--- src/rtl/bram_arb_pkg.sv ---
// Shared definitions for the two-port BRAM arbiter.
//   state_t   : arbiter FSM states (INIT clear sweep, SERVE requester traffic)
//   NUM_PORTS : number of requester ports
package bram_arb_pkg;

  typedef enum logic {
    INIT  = 1'b0,
    SERVE = 1'b1
  } state_t;

  localparam int NUM_PORTS = 2;

endpackage

--- src/rtl/rr_arbiter_2.sv ---
// Two-way round-robin grant decision.
// Ports:
//   valids  in  [1:0]  request pending per port
//   pointer in         preferred port on contention (0 or 1)
//   grant   out [1:0]  one-hot grant (all zero when nothing is valid)
module rr_arbiter_2
  import bram_arb_pkg::*;
(
  input  logic [NUM_PORTS-1:0] valids,
  input  logic                 pointer,
  output logic [NUM_PORTS-1:0] grant
);

  always_comb begin
    grant = '0;
    if (valids[0] && valids[1]) begin
      grant[pointer] = 1'b1;
    end else begin
      // A lone requester wins regardless of the pointer, no idle cycle.
      grant = valids;
    end
  end

endmodule

--- src/rtl/bram_arbiter.sv ---
// Two-port arbiter in front of a single-port BRAM with registered read data.
// Optional feature macro: BRAM_ARB_INIT_CLEAR_EN -- when defined, the memory is
// cleared to zero (one address per cycle) after reset before traffic is served.
// Ports:
//   clock, reset_n                      clock, asynchronous active-low reset
//   req_valid_p/req_ready_p             request handshake, p = 0/1
//   req_write_p/req_address_p/req_data_p request attributes
//   rsp_valid_p/rsp_data_p              response, one cycle after the grant
//   ram_enable/write_enable/address/input_data  RAM controls and write data
//   output_data                         RAM registered read data
//   init_done                           memory ready for requester traffic
module bram_arbiter
  import bram_arb_pkg::*;
#(
  parameter int RAM_WIDTH     = 32,
  parameter int RAM_ADDR_BITS = 9
) (
  input  logic                     clock,
  input  logic                     reset_n,
  input  logic                     req_valid_0,
  output logic                     req_ready_0,
  input  logic                     req_write_0,
  input  logic [RAM_ADDR_BITS-1:0] req_address_0,
  input  logic [RAM_WIDTH-1:0]     req_data_0,
  output logic                     rsp_valid_0,
  output logic [RAM_WIDTH-1:0]     rsp_data_0,
  input  logic                     req_valid_1,
  output logic                     req_ready_1,
  input  logic                     req_write_1,
  input  logic [RAM_ADDR_BITS-1:0] req_address_1,
  input  logic [RAM_WIDTH-1:0]     req_data_1,
  output logic                     rsp_valid_1,
  output logic [RAM_WIDTH-1:0]     rsp_data_1,
  output logic                     ram_enable,
  output logic                     write_enable,
  output logic [RAM_ADDR_BITS-1:0] address,
  output logic [RAM_WIDTH-1:0]     input_data,
  input  logic [RAM_WIDTH-1:0]     output_data,
  output logic                     init_done
);

  logic                     serving;
  logic [RAM_ADDR_BITS-1:0] sweep_address;
  logic [NUM_PORTS-1:0]     valids;
  logic [NUM_PORTS-1:0]     grant;
  logic                     pointer;
  logic [NUM_PORTS-1:0]     rsp_vld_p1;

`ifdef BRAM_ARB_INIT_CLEAR_EN
  localparam logic [RAM_ADDR_BITS-1:0] LAST_ADDR = '1;

  state_t                   state;
  state_t                   state_next;
  logic [RAM_ADDR_BITS-1:0] sweep_count;
  logic [RAM_ADDR_BITS-1:0] sweep_count_next;

  always_ff @(posedge clock or negedge reset_n) begin
    if (!reset_n) begin
      state       <= INIT;
      sweep_count <= '0;
    end else begin
      state       <= state_next;
      sweep_count <= sweep_count_next;
    end
  end

  // The counter stops on the last address instead of wrapping, so leaving
  // INIT is the only way out of the sweep.
  always_comb begin
    state_next       = state;
    sweep_count_next = sweep_count;
    if (state == INIT) begin
      if (sweep_count == LAST_ADDR) begin
        state_next = SERVE;
      end else begin
        sweep_count_next = sweep_count + 1'b1;
      end
    end
  end

  assign serving       = (state == SERVE);
  assign sweep_address = sweep_count;
  assign init_done     = serving;
`else
  logic done_q;

  always_ff @(posedge clock or negedge reset_n) begin
    if (!reset_n) begin
      done_q <= 1'b0;
    end else begin
      done_q <= 1'b1;
    end
  end

  assign serving       = 1'b1;
  assign sweep_address = '0;
  assign init_done     = done_q;
`endif

  // Stage p0: arbitration and combinational RAM command mux
  assign valids = {req_valid_1, req_valid_0} & {NUM_PORTS{serving}};

  rr_arbiter_2 u_rr_arbiter_2 (
    .valids  (valids),
    .pointer (pointer),
    .grant   (grant)
  );

  assign req_ready_0 = grant[0];
  assign req_ready_1 = grant[1];

  always_comb begin
    ram_enable   = 1'b0;
    write_enable = 1'b0;
    address      = '0;
    input_data   = '0;
    if (!serving) begin
      ram_enable   = 1'b1;
      write_enable = 1'b1;
      address      = sweep_address;
    end else if (grant[0]) begin
      ram_enable   = 1'b1;
      write_enable = req_write_0;
      address      = req_address_0;
      input_data   = req_data_0;
    end else if (grant[1]) begin
      ram_enable   = 1'b1;
      write_enable = req_write_1;
      address      = req_address_1;
      input_data   = req_data_1;
    end
  end

  // Stage p1: response valid tracks the grant; data comes straight from the RAM
  always_ff @(posedge clock or negedge reset_n) begin
    if (!reset_n) begin
      pointer    <= 1'b0;
      rsp_vld_p1 <= '0;
    end else begin
      rsp_vld_p1 <= grant;
      // After a grant, prefer the port that was not just served.
      if (|grant) begin
        pointer <= grant[0];
      end
    end
  end

  assign rsp_valid_0 = rsp_vld_p1[0];
  assign rsp_valid_1 = rsp_vld_p1[1];
  assign rsp_data_0  = output_data;
  assign rsp_data_1  = output_data;

endmodule

--- config.mk ---
export PLATFORM = sky130hd
export DESIGN_NAME = bram_arbiter
export DESIGN_NICKNAME = d
export VERILOG_FILES = /design/src/rtl/bram_arb_pkg.sv /design/src/rtl/rr_arbiter_2.sv /design/src/rtl/bram_arbiter.sv
export SDC_FILE = /design/constraint.sdc
export NUM_CORES = 1
export LEC_CHECK = 0
export CAP_MARGIN = 20
export CELL_PAD_IN_SITES_DETAIL_PLACEMENT = 1
export CELL_PAD_IN_SITES_GLOBAL_PLACEMENT = 2
export CORE_ASPECT_RATIO = 0.9
export CORE_UTILIZATION = 10
export CTS_CLUSTER_SIZE = 10
export DETAILED_ROUTE_END_ITERATION = 6
export GPL_TIMING_DRIVEN = 0
export PLACE_DENSITY = 0.95
export SYNTH_ARGS = -nofsm -noshare
export SYNTH_HDL_FRONTEND = slang
export SYNTH_SLANG_ARGS = --single-unit
export TNS_END_PERCENT = 1
--- constraint.sdc ---
create_clock -name clock -period 2.1 [get_ports clock]
set_clock_uncertainty 0.1 [all_clocks]
set_input_delay 0.42 -clock clock [delete_from_list [all_inputs] [get_ports clock]]
set_output_delay 0.42 -clock clock [all_outputs]
set_load 0.05 [all_outputs]
### Word level (Yosys, flattened, before mapping)

Cells that the tools add are included.

* muxes and demuxes: 11
* reductions and logical operators: 3
* $lt $le $gt $ge: 2

Operator list (count)
* 2-to-1 mux 32 bit: 2
* 2-to-1 mux 9 bit: 2
* 2-to-1 mux 1 bit: 5
* logical AND 1 bit: 2
* < comparator 1 x 2 -> 1 bit, second input constant: 1
* 2-to-1 mux 2 bit: 1
* OR reduction 2 bit: 1
* demux 1 bit (select 1 bit): 1
* >= comparator 1 bit, second input constant: 1

* flip-flop bits (word level): 4
* word-level logic and storage cells: 19

### Depth between registers and ports, before layout

* depth after elaboration: 7
* mapped depth: 4

### Cells and area by module

Synthesis repeated with hierarchy kept, for this count alone.

* cell total of the unflattened synthesis: 130
* area total of the unflattened synthesis: 1093.5 sq um

By module, submodules not included
* bram_arbiter: sequential area each 100.1 sq um, instances 1, cells an instance 127, area each 1074.8 sq um
* rr_arbiter_2: sequential area each 0.0 sq um, instances 1, cells an instance 3, area each 18.8 sq um

### Worst setup path before layout

No wires, ideal clock.

* path kind: input to output
* start point: in req_valid_1
* end point: out input_data[22]
* setup slack: 0.066 ns
* arrival time: 1.514 ns
* stages on the path: 4
* cells stage by stage: buf_2 > a21boi_4 > buf_6 > a32o_1

RTL lines
* start: declaration: RTL line bram_arbiter.sv:27 `input logic req_valid_1,`
* logical AND 1 bit: RTL line rr_arbiter_2.sv:16 `if (valids[0] && valids[1]) begin`
* 2-to-1 mux 2 bit: RTL line rr_arbiter_2.sv:16
* net req_ready_0: RTL line bram_arbiter.sv:21 `output logic req_ready_0,`
* 2-to-1 mux 32 bit: RTL line bram_arbiter.sv:121 `end else if (grant[0]) begin`
* end: declaration: RTL line bram_arbiter.sv:37 `output logic [RAM_WIDTH-1:0] input_data,`

The timed path passes the listed nets, and every way through them passes these cells.

### Worst setup path after layout

* start point: reg pointer
* end point: out input_data[13]

* word-level cells in the longest chain between the ends: 7

RTL lines
* start: declaration: RTL line bram_arbiter.sv:46 `logic pointer;`
* start signal: assignment: RTL line bram_arbiter.sv:143 `pointer <= grant[0];`
* < comparator 1 x 2 -> 1 bit (implied by the code) or >= comparator 1 bit (tied branches): RTL line rr_arbiter_2.sv:17 `grant[pointer] = 1'b1;`
* logical AND 1 bit (implied by the code): RTL line rr_arbiter_2.sv:17
* 2-to-1 mux 1 bit (implied by the code): RTL line rr_arbiter_2.sv:17
* demux 1 bit (select 1 bit) *
* 2-to-1 mux 2 bit *: RTL line rr_arbiter_2.sv:16
* 2-to-1 mux 32 bit: RTL line bram_arbiter.sv:126 `end else if (grant[1]) begin`
* 2-to-1 mux 32 bit *: RTL line bram_arbiter.sv:121

Mark *: on every way between the ends. The rest lies on a longest branch, timed or not.

==> flow_summary.toml <==
[cts]
numCtsBuffers = 3
clk-insertion-delay-late_ns = 0.22
tritoncts_clock_tree = "built"
clock-sinks = 4
clock_transition_at_the_registers_of_the_reported_paths_ns = 0.03
bufs_on_longest_clock_path = 2
clockRootBuffer = "sky130_fd_sc_hd__clkbuf_16"
h-tree-depth = 1

[worst_setup_path]
cp_num_buf_inv = 3
timing.critical_path.to = "input_data[13]"
crit-reg2reg-launch = "pointer"
crit_path_end_kind = "output port"
path_max_fanout = 10
timing.setup.critical_path_class = "flip-flop to output port"
critPathLaunch = "pointer"
worst_setup_path_start_kind = "flip-flop"
r2r_cells = 4
critical_path.slowest_cell = "sky130_fd_sc_hd__dfrtp_1"
critPathRequiredTime_ns = 1.58
setup.reg_to_reg.worst_slack_ns = 0.87
critical_path_cell_count = 5
cp_slowest_stage_delay_ns = 0.41
critPathArrivalTime_ns = 1.57
regToRegEndpoint = "rsp_vld_p1[1]"
timing.critical_path.max_delay_family = "buffers and inverters"
cp_cell_sequence = "nand2b_4, buf_6, buf_8, a32o_2, buf_2"

[worst_hold_path]
worst_hold_path_type = "input pin to asynchronous set/reset pin"

[synth]
postSynth.asyncResetShare_pct = 100
syn-mean-instance-area_um2 = 9.40
synth_area_mm2 = 0.00123
ys_dominant_reg_cell = "sky130_fd_sc_hd__dfrtp_1"
synth-edff-count = 0
post_synth_main_area_contributors = "sky130_fd_sc_hd__buf_4 39%, sky130_fd_sc_hd__a32o_2 27%, sky130_fd_sc_hd__a32o_1 11%, sky130_fd_sc_hd__dfrtp_1 8.1%, sky130_fd_sc_hd__buf_8 4.9%"
synth_top_cell_area_share_pct = 39.0
synth_top_cells_by_count = "64 x sky130_fd_sc_hd__buf_4, 29 x sky130_fd_sc_hd__a32o_2, 13 x sky130_fd_sc_hd__a32o_1, 5 x sky130_fd_sc_hd__buf_6"
synthesis.instances = 131
postSynthRegisterBits = 4
synth_top_area_cell = "sky130_fd_sc_hd__buf_4"
yosysWarnings = 0
ys_seq_area_share_pct = 8.13
synth_cell_type_count = 15
synth_fp_nets = 251
synthMostInstantiatedCell = "sky130_fd_sc_hd__buf_4"

[floorplan]
die_w_um = 119
std_cell_rows = 38
ios = 232
floorplan.initialDensity_pct = 10.2
fp.coreArea_mm2 = 0.0120
height_of_the_chip_um = 107
die_area_mm2 = 0.0128

[placed_design]
place_ws_ns = -0.958
port_buffers = 198
final_hpwl_dp_um = 5560
place.gp.congestion = 0.720
place_area_mm2 = 0.00341
dp.cells = 489

[sta]
setup_viol_count_final = 0
slew_at_the_pin_closest_to_its_max_slew_limit_ns = 0.526
min_period_over_period_pct = 99.5
number_of_endpoints_with_negative_hold_slack_in_the_final_report = 0
rsz0062_at_grt = "yes"
timing.slew.headroom_pct = 64.8
min_period_ns = 2.09
maxSlewViolCount = 0
fin_worst_hold_slack_ns = 0.305
fin_ws_ns = 0.0105
max_freq_mhz = 479

[pwr]
power_per_unit_of_standard_cell_area_mw_per_mm2 = 504
power.leakage_uw = 0.00156
vdd_ir_drop_max_mv = 0.274

[layout]
post-route-util_pct = 28.2
layout.cell_area.non_filler_mm2 = 0.00339
layoutNonFillerInstCount = 495
antenna-diode-count = 0
share_of_layout_cells_above_drive_strength_1_pct = 47.8
nNetsFinal = 457
area_growth_syn_to_layout_pct = 175
fillCellCount = 1402

[grt]
first_global_vias = 1867
grt_first_pass_wirelength_um = 9630
antenna_found_initial = 0
grt_max_degree = 12
grt_util_all_layers_pct = 9.38
grt_overflow = 0

[outcome]
result_of_the_run = "complete, no violations"

[detailed_routing]
drtIter0Drc = 43
routed_metal_1_wire_length_um = 2480
dr.pass1.iters = 4
drc = 0
post_drt_via_cell_ratio = 3.66
route.vias.total = 1810
detailroute.wirelength.met3_um = 623
detail-route-antenna-nets = 0
detail_route.wirelength_um = 6550
drt-wirelength-per-cell_um = 13.2
detailroute.wirelength.met2_um = 3410
routed.top_layer = "met4"

[flow_run]
max-cap-violations = 0
## placed cells by master (no fill, tap or decap)
master                            netlist  layout
sky130_fd_sc_hd__a32o_2                29      29
sky130_fd_sc_hd__or2_2                  1       1
sky130_fd_sc_hd__clkdlybuf4s18_2        0       1
sky130_fd_sc_hd__clkbuf_1               4       1
sky130_fd_sc_hd__buf_2                  1      14
sky130_fd_sc_hd__clkdlybuf4s50_1        0     152
sky130_fd_sc_hd__clkbuf_2               0       4
sky130_fd_sc_hd__dlygate4sd2_1          0       1
sky130_fd_sc_hd__a32o_1                13      13
sky130_fd_sc_hd__buf_6                  5      10
sky130_fd_sc_hd__o21ai_0                1       1
sky130_fd_sc_hd__inv_1                  1       1
sky130_fd_sc_hd__a21boi_4               1       1
sky130_fd_sc_hd__and2_1                 1       1
sky130_fd_sc_hd__nand2b_4               1       1
sky130_fd_sc_hd__conb_1                 1       1
sky130_fd_sc_hd__buf_4                 64      92
sky130_fd_sc_hd__dfrtp_1                4       4
sky130_fd_sc_hd__clkbuf_16              0       3
sky130_fd_sc_hd__buf_8                  4       4
## area by class of cell
| type | instances | area (um^2) | share of cell area, % |
|---|---|---|---|
| multi-input combinational | 48 | 510 | 15.1 |
| clock buffer | 3 | 75.1 | 2.22 |
| tap | 160 | 200 | 5.91 |
| inverter | 1 | 3.75 | 0.111 |
| sequential | 4 | 100 | 2.96 |
| buffer | 78 | 621 | 18.3 |
| timing repair buffer | 201 | 1880 | 55.4 |
## report_power, final
| part | switching (uW) | total (uW) | internal [uW] |
|---|---|---|---|
| Sequential | 5.13 | 89.9 | 84.8 |
| Combinational | 773 | 1330 | 552 |
| Clock | 48.6 | 291 | 243 |
## through the flow
stage	setup TNS (ns)	power [uW]
floorplan	0	954
global placement	-37.40	1440
detailed placement	-38.04	1450
CTS	0	1720
global route	-0.143	1770
finish	0	1710
## how the worst min path moves through the flow
stage               slack [ns]     from  cells after the start       endpoint
CTS                       0.31  reset_n                      1  rsp_vld_p1[0]
floorplan                 0.02  reset_n                      0      init_done
global route              0.32  reset_n                      1  rsp_vld_p1[1]
finish                    0.30  reset_n                      1  rsp_vld_p1[1]
detailed placement        0.52  pointer                      2        pointer
global placement          0.49  pointer                      2        pointer
## repair_timing
item                                    4_1_cts  5_1_grt
hold buffers                                  0        0
resized for setup                           254        9
endpoints found under the setup margin       45       33
buffers inserted                              3        0
## logic make-up (layout without fill, tap and decap cells)
kind of cell,count (synthesis),count (layout),share of synthesized area (%)
AOI/OAI and AO/OA,44,44,39.0
other,1,1,0.305
and+or+nand+nor,3,3,2.13
buffers and inverters,79,283,50.4
DFF,4,4,8.13
## registers in the layout, summed over array words and instances, names as in the netlist
| name | cells |
|---|---|
| init_done | 1 |
| pointer | 1 |
| rsp_vld_p1 | 2 |
## layer usage
layer / GRT usage [%] / vias up
met4: 1.90 / 0
li1: - / 853
met5: 0 / -
met2: 18.6 / 138
met1: 10.1 / 817
met3: 2.12 / 2
Power figures use the tool's default switching activity.
